<file path="src/rtl/alu_arbiter.sv">
// Round-robin front end for one shared, tagged ALU.
// Issues tagged ops and routes keyed results back to their requesters.
`ifndef PID_RES
`define PID_RES 16
`endif
`ifndef KEY_SIZE
`define KEY_SIZE 3
`endif
`ifndef OPCODE_SIZE
`define OPCODE_SIZE 4
`endif

module alu_arbiter #(
  parameter int nbits = `PID_RES,
  parameter int NREQ  = 4
) (
  input  logic                        clk,
  input  logic                        rst,
  input  logic                        clr,
  input  logic                        en,
  input  logic [NREQ-1:0]             req_valid_i,
  output logic [NREQ-1:0]             req_ready_o,
  input  logic [NREQ*`OPCODE_SIZE-1:0] req_op_i,
  input  logic [NREQ*nbits-1:0]       req_A_i,
  input  logic [NREQ*nbits-1:0]       req_B_i,
  output logic [NREQ-1:0]             rsp_valid_o,
  output logic [nbits-1:0]            rsp_data_o,
  output logic                        err_o,
  output logic [`KEY_SIZE-1:0]        alu_key_o,
  output logic [`OPCODE_SIZE-1:0]     alu_op_o,
  output logic [nbits-1:0]            alu_A_o,
  output logic [nbits-1:0]            alu_B_o,
  input  logic [`KEY_SIZE-1:0]        alu_key_i,
  input  logic [nbits-1:0]            alu_O_i
);

  localparam int KW = `KEY_SIZE;
  localparam int OW = `OPCODE_SIZE;
  localparam int PW = (NREQ > 1) ? $clog2(NREQ) : 1;

  logic [NREQ-1:0] pending;
  logic [NREQ-1:0] pending_nxt;
  logic [NREQ-1:0] elig;
  logic [NREQ-1:0] hit;
  logic [PW-1:0]   ptr;
  logic [PW-1:0]   ptr_nxt;
  logic [PW-1:0]   gnt;
  logic [PW-1:0]   hi;
  logic [PW-1:0]   lo;
  logic            hi_v;
  logic            lo_v;
  logic            accept;
  logic            bad;
  logic [OW-1:0]   op_sel;
  logic [nbits-1:0] a_sel;
  logic [nbits-1:0] b_sel;

  assign elig = req_valid_i & ~pending;

  // Lowest eligible index at or above ptr wins; otherwise wrap to lowest.
  always_comb begin
    hi   = '0;
    lo   = '0;
    hi_v = 1'b0;
    lo_v = 1'b0;
    for (int i = NREQ - 1; i >= 0; i--) begin
      if (elig[i]) begin
        lo_v = 1'b1;
        lo   = PW'(i);
        if (i >= int'(ptr)) begin
          hi_v = 1'b1;
          hi   = PW'(i);
        end
      end
    end
  end

  assign gnt    = hi_v ? hi : lo;
  assign accept = en & lo_v;

  assign ptr_nxt = (gnt == PW'(NREQ - 1)) ? '0 : gnt + PW'(1);

  always_comb begin
    req_ready_o = '0;
    op_sel      = '0;
    a_sel       = '0;
    b_sel       = '0;
    for (int i = 0; i < NREQ; i++) begin
      if (gnt == PW'(i)) begin
        req_ready_o[i] = accept;
        op_sel = req_op_i[i*OW +: OW];
        a_sel  = req_A_i[i*nbits +: nbits];
        b_sel  = req_B_i[i*nbits +: nbits];
      end
    end
  end

  always_comb begin
    hit = '0;
    for (int i = 0; i < NREQ; i++) begin
      hit[i] = pending[i] & (alu_key_i == KW'(i + 1));
    end
  end

  assign bad = (alu_key_i != '0) & ~(|hit);

  assign pending_nxt = (pending & ~hit) | req_ready_o;

  always_ff @(posedge clk or negedge rst) begin
    if (!rst) begin
      pending     <= '0;
      ptr         <= '0;
      rsp_valid_o <= '0;
      rsp_data_o  <= '0;
      err_o       <= 1'b0;
      alu_key_o   <= '0;
      alu_op_o    <= '0;
      alu_A_o     <= '0;
      alu_B_o     <= '0;
    end else if (clr) begin
      pending     <= '0;
      ptr         <= '0;
      rsp_valid_o <= '0;
      rsp_data_o  <= '0;
      err_o       <= 1'b0;
      alu_key_o   <= '0;
      alu_op_o    <= '0;
      alu_A_o     <= '0;
      alu_B_o     <= '0;
    end else begin
      pending     <= pending_nxt;
      rsp_valid_o <= hit;
      if (|hit) begin
        rsp_data_o <= alu_O_i;
      end
      if (bad) begin
        err_o <= 1'b1;
      end
      alu_key_o <= accept ? KW'(gnt) + KW'(1) : '0;
      if (accept) begin
        alu_op_o <= op_sel;
        alu_A_o  <= a_sel;
        alu_B_o  <= b_sel;
        ptr      <= ptr_nxt;
      end
    end
  end

endmodule

</file>
<file path="config.mk">
export PLATFORM = sky130hd
export DESIGN_NAME = alu_arbiter
export DESIGN_NICKNAME = d
export VERILOG_FILES = /design/src/rtl/alu_arbiter.sv
export SDC_FILE = /design/constraint.sdc
export NUM_CORES = 1
export LEC_CHECK = 0
export ABC_AREA = 1
export CORE_UTILIZATION = 35
export CTS_CLUSTER_DIAMETER = 60
export DETAILED_ROUTE_END_ITERATION = 12
export HOLD_SLACK_MARGIN = 0.08
export PLACE_DENSITY_LB_ADDON = 0.3
export SYNTH_ARGS = -nofsm -noshare
export SYNTH_HDL_FRONTEND = slang
export SYNTH_SLANG_ARGS = --single-unit
</file>
<file path="constraint.sdc">
create_clock -name clk -period 1.95 [get_ports clk]
set_input_delay 0.195 -clock clk [delete_from_list [all_inputs] [get_ports clk]]
set_output_delay 0.195 -clock clk [all_outputs]
set_load 0.05 [all_outputs]
</file>
==> impl_metrics.yaml, run 1 <==
timing:
  tns_ns: -7.19
  worst_slew_pin_slew_ns: 0.665
  slew_violations: 0
  hold_viol: 0
  skew_ns: 0.00430
  max_freq_mhz: 448
  setup_viol: 41
  max-slew-margin-rel_pct: 55.6
  whs_ns: 0.418
  finalCriticalPeriod_ns: 2.23
  rsz0062_at_grt: "true"
  finalWorstSetupSlack_ns: -0.281
  period_share_pct: 114
place:
  pre_cts_slack_ns: -0.467
  dp_hpwl_um: 11800
  routabilityCongestion: 0.931
  port_buffers: 234
  post_dp_cell_area_mm2: 0.00690
global_routing:
  grt_max_degree: 39
  grt_pass1_wl_um: 24500
  antenna_found_initial: 0
  first_global_vias: 5022
  overflow: 0
  track_usage_pct: 26.9
synth:
  synth_edf_count: 0
  yosysTopAreaCellShare_pct: 40.2
  syn_area_mm2: 0.00410
  synth_cell_type_count: 30
  async_flop_share_pct: 100
  yosysWarningCount: 0
  ys_seq_area_share_pct: 40.2
  synth-main-ff-cell: "dfrtp_1"
  syn_avg_cell_area_um2: 7.15
  synth-seq-cells: 66
  yosysTopAreaCell: "dfrtp_1"
  syn_nets: 749
  synthCells: 574
  synth.area.top_cells: "dfrtp_1, nand2_1, nand3_1"
setup_path:
  worstPathArrival_ns: 2.04
  crit_path_max_fanout: 4
  path_class: "flop to output port"
  crit_path_end_kind: "output port"
  worst_setup_path_start_kind: "flop"
  crit_required_ns: 1.75
hold_path:
  hp-class: "primary input to flop"
cts:
  clock-root-buffer: "clkbuf_16"
  htreeDepth: 3
  cts_tree: "yes"
  cts_inserted_buffers: 9
  clockBufferDepth: 2
  clkTransAtPathRegs_ns: 0.06
  clock_sinks: 66
  clk_latency_ns: 0.33
status:
  status: "finished, violations left"
  violations: "negative setup slack"
floorplanning:
  die_y_um: 110
  rows: 39
  num_io_pins: 235
  dieArea_mm2: 0.0122
  start_util_pct: 35.9
  fp.dieW_um: 110
  core_area_mm2: 0.0114
final_layout:
  layout-drive-gt1-share_pct: 20.9
  final_util_pct: 67.3
  fin_nets: 1015
  seq_area_mm2: 0.00165
  multi_input_area_mm2: 0.00236
  num-fill-cells: 931
  area_growth_pct: 87.3
  final_cell_area_mm2: 0.00769
detailed_routing:
  wirelength_um: 16800
  detail-route-antenna-nets: 0
  via_per_inst: 5.26
  post_drt_wl_per_cell_um: 17.0
  drc: 0
  dr.pass1.iters: 6
  vias: 5193
  drt_iter0_drc: 354
pwr:
  vdd_drop_max_mv: 0.603
  p_switching_uw: 3290
  pwr-share-seq_pct: 22.1
  internal_power_uw: 4770
  p_leak_uw: 0.00341
  p_sw_share_pct: 40.8
  power_density_mw_per_mm2: 1050
  combinationalPowerShare_pct: 54.8
  p_clk_share_pct: 23.1
job:
  maxCapViolCount: 0
[critical path, stage by stage (launching register included)]
cell and delay (ns):
dfrtp_1 0.40, nand2_2 0.07, nand3_2 0.10, inv_1 0.09, a21boi_2 0.21, nand2_4 0.11, buf_6 0.13, ha_4 0.16
buf_6 0.12, nand2_4 0.07, clkinvlp_4 0.10, buf_12 0.15
[sequential cells by signal, indices dropped and copies added (netlist names)]
register,flops
pending,4
rsp_valid_o,4
ptr,2
rsp_data_o,16
alu_B_o,16
alu_key_o,3
alu_op_o,4
alu_A_o,16
err_o,1
[synth_stat cells (4+ instances only)]
cell and n:
clkbuf_1 23, o211ai_1 24, nand2_2 15, dfrtp_1 66, nand3_1 77, inv_1 17
ha_1 4, o21ai_1 5, buf_1 7, buf_2 9, o21ai_0 16, nor2_1 39
nand2_1 149, a21oi_1 75, inv_2 5, or2_2 24
[logic make-up after synthesis]
| logic type | Yosys count | share of synthesized area, % |
|---|---|---|
| buf+inv | 66 | 7.20 |
| fa+ha+maj | 4 | 1.22 |
| compound gates | 127 | 17.5 |
| flops | 66 | 40.2 |
| simple gates | 311 | 33.8 |
[per-layer routing]
metal | track usage, % | up-vias | wire, um
li1 | - | 2451 | -
met3 | 6.58 | 42 | 1380
met2 | 46.9 | 246 | 8370
met5 | 0 | - | 0
met4 | 13.1 | 0 | 603
met1 | 30.5 | 2454 | 6430
[worst paths after layout]
kind	startpoint	to	slack, ns	depth (start not counted)
min in group asynchronous	rst	rsp_valid_o[2]$_DFF_PN0_	0.44	2
worst max-delay path	ptr[1]$_DFFE_PN0P_	req_ready_o[0]	-0.28	11
max in group asynchronous	rst	alu_B_o[15]$_DFFE_PN0P_	0.95	3
worst max register to register	ptr[1]$_DFFE_PN0P_	alu_B_o[0]$_DFFE_PN0P_	-0.23	13
worst min register to register	alu_A_o[8]$_DFFE_PN0P_	alu_A_o[8]$_DFFE_PN0P_	0.48	2
worst min-delay path	alu_O_i[7]	rsp_data_o[7]$_DFFE_PN0P_	0.42	3
[power groups by stage]
stage          Sequential (uW)  Combinational, uW  Clock (uW)
6_report                  1780               4420        1860
5_1_grt                   1810               4730        1940
4_1_cts                   1780               4240        1890
3_5_place_dp              1790               3860           0
3_3_place_gp              1790               3800           0
2_1_floorplan             2580               1510           0
[final cells by class]
| type | count | share of cell area (%) |
|---|---|---|
| diodes | 1 | 0.0325 |
| clock buffers | 10 | 3.11 |
| clock inverters | 5 | 1.33 |
| inverters | 23 | 1.38 |
| multi-input cells | 443 | 30.7 |
| flip-flops and latches | 66 | 21.5 |
| well taps | 143 | 2.33 |
| repair buffers | 297 | 39.6 |
[what timing repair did]
item | 4_1_cts | 5_1_grt
resized for setup | 38 | 33
setup buffers | 12 | 6
hold endpoints to repair | 24 | 0
pin swaps | 15 | 14
setup endpoints to repair | 40 | 52
gates cloned | 2 | 1
hold buffers | 1 | 0
[stage by stage]
step | total power [uW] | cells
floorplan | 4090 | 574
global placement | 5590 | 951
detailed placement | 5660 | 951
CTS | 7910 | 981
global route | 8470 | 987
finish | 8060 | 988
[placed cells by master, fill, tap and decap left out, drive strengths merged]
master	netlist	final
ha	4	4
a21boi	1	1
inv	22	19
nand4	3	3
clkinvlp	0	4
clkdlybuf4s50	0	229
nor2	41	42
nand3	77	77
nand2	165	165
or2	24	24
diode	0	1
dlygate4sd3	0	1
buf	20	67
a31oi	1	1
o211ai	24	24
a21oi	75	75
clkbuf	23	10
clkinv	1	2
o21ai	22	22
dfrtp	66	66
o22ai	1	1
o31ai	3	3
nor3	1	1
bufinv	0	3
Power figures use the tool's default switching activity.
==> run 2: changes to the inputs <==
Settings changed: CAP_MARGIN set to 20, CELL_PAD_IN_SITES_DETAIL_PLACEMENT set to 0, CELL_PAD_IN_SITES_GLOBAL_PLACEMENT set to 1, CORE_UTILIZATION 35 to 23.
==> run 2 against run 1 <==
The flow still finishes with violations (negative setup slack). Global-route usage shrank 6.3 points. Combinational power up 21%. Die area rose by 51%. Routed wire length grew 15%. Register-to-register slack improved by 0.02 ns. Critical endpoint unchanged. Largest cell class unchanged. Largest power group unchanged.
==> impl_metrics.yaml, run 2 (synthesis gave the netlist of run 1 again) <==
cts:
  clock-root-buffer: "clkbuf_16"
  clk_latency_ns: 0.34
  clockBufferDepth: 2
  cts_inserted_buffers: 9
  cts_tree: "yes"
  htreeDepth: 3
  clkTransAtPathRegs_ns: 0.06
  clock_sinks: 66
floorplanning:
  num_io_pins: 235
  die_y_um: 136
  dieArea_mm2: 0.0184
  rows: 48
  fp.dieW_um: 136
  start_util_pct: 23.6
  core_area_mm2: 0.0174
place:
  dp_hpwl_um: 12700
  dp_cells: 1033
  routabilityCongestion: 0.901
  port_buffers: 234
timing:
  rsz0062_at_grt: "true"
  finalCriticalPeriod_ns: 2.19
  tns_ns: -5.87
  period_share_pct: 112
  setup_viol: 40
  hold_viol: 0
  max_freq_mhz: 456
  worst_slew_pin_slew_ns: 0.577
  slew_violations: 0
  finalWorstSetupSlack_ns: -0.242
  skew_ns: 0.00676
  max-slew-margin-rel_pct: 61.4
setup_path:
  r2r_cells: 16
  worst_r2r_endpoint: "alu_A_o[6]$_DFFE_PN0P_"
  reg2reg_slack_ns: -0.21
  crit_path_max_fanout: 4
  r2r_start: "ptr[1]$_DFFE_PN0P_"
  path_class: "flop to output port"
  worst_setup_path_start_kind: "flop"
  worstPathArrival_ns: 2.00
  crit_required_ns: 1.75
  crit_path_end_kind: "output port"
final_layout:
  biggestRegsByFlops: "alu_A_o: 16 flops, alu_B_o: 16 flops, rsp_data_o: 16 flops"
  layout-drive-gt1-share_pct: 26.7
  area_growth_pct: 104
  fin_nets: 1028
  final_cells: 1083
  final_cell_mix: "clkdlybuf4s50_1, nand2_1, dfrtp_1"
  layout_commonest_cell: "clkdlybuf4s50_1"
  num-fill-cells: 1653
status:
  status: "finished, violations left"
  violations: "negative setup slack"
global_routing:
  use_met1_pct: 24.1
  grt_pass1_wl_um: 28200
  first_global_vias: 5195
  grt_max_degree: 48
  track_usage_pct: 20.6
  overflow: 0
  gr-usage-met2_pct: 35.7
  busiest_layer: "met2"
  use_met3_pct: 4.53
  antenna_found_initial: 2
detailed_routing:
  detail-route-antenna-nets: 0
  wirelength_um: 19300
  via_per_inst: 4.73
  vias: 5122
  post_drt_wl_per_cell_um: 17.8
  drc: 0
  dr.pass1.iters: 4
  drt_iter0_drc: 227
job:
  maxCapViolCount: 0
pwr:
  power_density_mw_per_mm2: 1060
  vdd_drop_max_mv: 0.532
  p_leak_uw: 0.00362
hold_path:
  hp-class: "primary input to async pin"
[run 2: cell types whose count changed in the layout (fill, tap and decap cells not counted), sizes merged]
| cell | before | now |
|---|---|---|
| buf | 67 | 79 |
| clkinv | 2 | 4 |
| bufinv | 3 | 2 |
| clkbuf | 10 | 11 |
| clkdlybuf4s50 | 229 | 228 |
[run 2: stage by stage]
step | worst slack [ns] | hold WS [ns] | util (%) | cell area, um2 | total power (uW)
2_1_floorplan | -0.0314 | -0.101 | - | 4130 | 4090
3_3_place_gp | -0.391 | 0.184 | 40.7 | 7070 | 5760
3_5_place_dp | -0.456 | 0.185 | 40.7 | 7070 | 5790
4_1_cts | -0.250 | 0.365 | 46.4 | 8060 | 8560
5_1_grt | -0.382 | 0.399 | 48.1 | 8360 | 9370
6_report | -0.242 | 0.348 | 48.2 | 8360 | 8880
[run 2: what timing repair did]
action                                 4_1_cts  5_1_grt
setup endpoints to repair                   41       48
hold buffers                                 1        0
cloned                                       9        3
pin swaps                                   28       29
buffers inserted                            16        6
endpoints found under the hold margin       30        0
gates resized for setup                     95       56
[run 2: how the worst max path moves through the flow]
stage | slack [ns] | end | from | cells after the start
final | -0.24 | req_ready_o[0] | ptr[1]$_DFFE_PN0P_ | 12
after global routing | -0.38 | alu_A_o[6]$_DFFE_PN0P_ | ptr[1]$_DFFE_PN0P_ | 16
after CTS | -0.25 | req_ready_o[0] | ptr[1]$_DFFE_PN0P_ | 11
after detailed placement | -0.46 | alu_B_o[0]$_DFFE_PN0P_ | req_valid_i[2] | 11
after global placement | -0.39 | alu_B_o[0]$_DFFE_PN0P_ | req_valid_i[2] | 11
after floorplan | -0.03 | req_ready_o[3] | ptr[1]$_DFFE_PN0P_ | 10
[run 2: metal layers]
layer | vias to the layer above | wire [um]
met5 | - | 0
met4 | 0 | 536
met3 | 33 | 1080
met2 | 173 | 9730
met1 | 2436 | 7950
li1 | 2480 | -
[run 2: worst max-delay path: stages, from the launching register on]
cell        delay [ns]
dfrtp_1           0.42
nand2_2           0.10
nand3_2           0.08
nand2_2           0.12
nor2_2            0.06
nand2_2           0.07
nand2_4           0.07
buf_6             0.13
ha_4              0.16
buf_12            0.14
nand2_8           0.06
clkinvlp_4        0.10
buf_12            0.16
[run 2: final cells by class]
class	count	area, um2	share of cell area [%]
Clock buffer	9	225	2.69
Sequential cell	66	1650	19.8
Tap cell	225	282	3.37
Clock inverter	6	82.6	0.988
Antenna cell	1	2.50	0.0299
Inverter	23	116	1.39
Multi-Input combinational cell	443	2570	30.7
Timing Repair Buffer	310	3430	41.1
[run 2: where the power goes]
part	switching [uW]	internal [uW]
Combinational	2900	2470
Sequential	161	1620
Clock	631	1100
==> run 3: changes to the inputs <==
Settings changed: HOLD_SLACK_MARGIN 0.08 to not set.
==> results of run 3 <==
Final layout, timing and power as in run 2 (identical DEF).
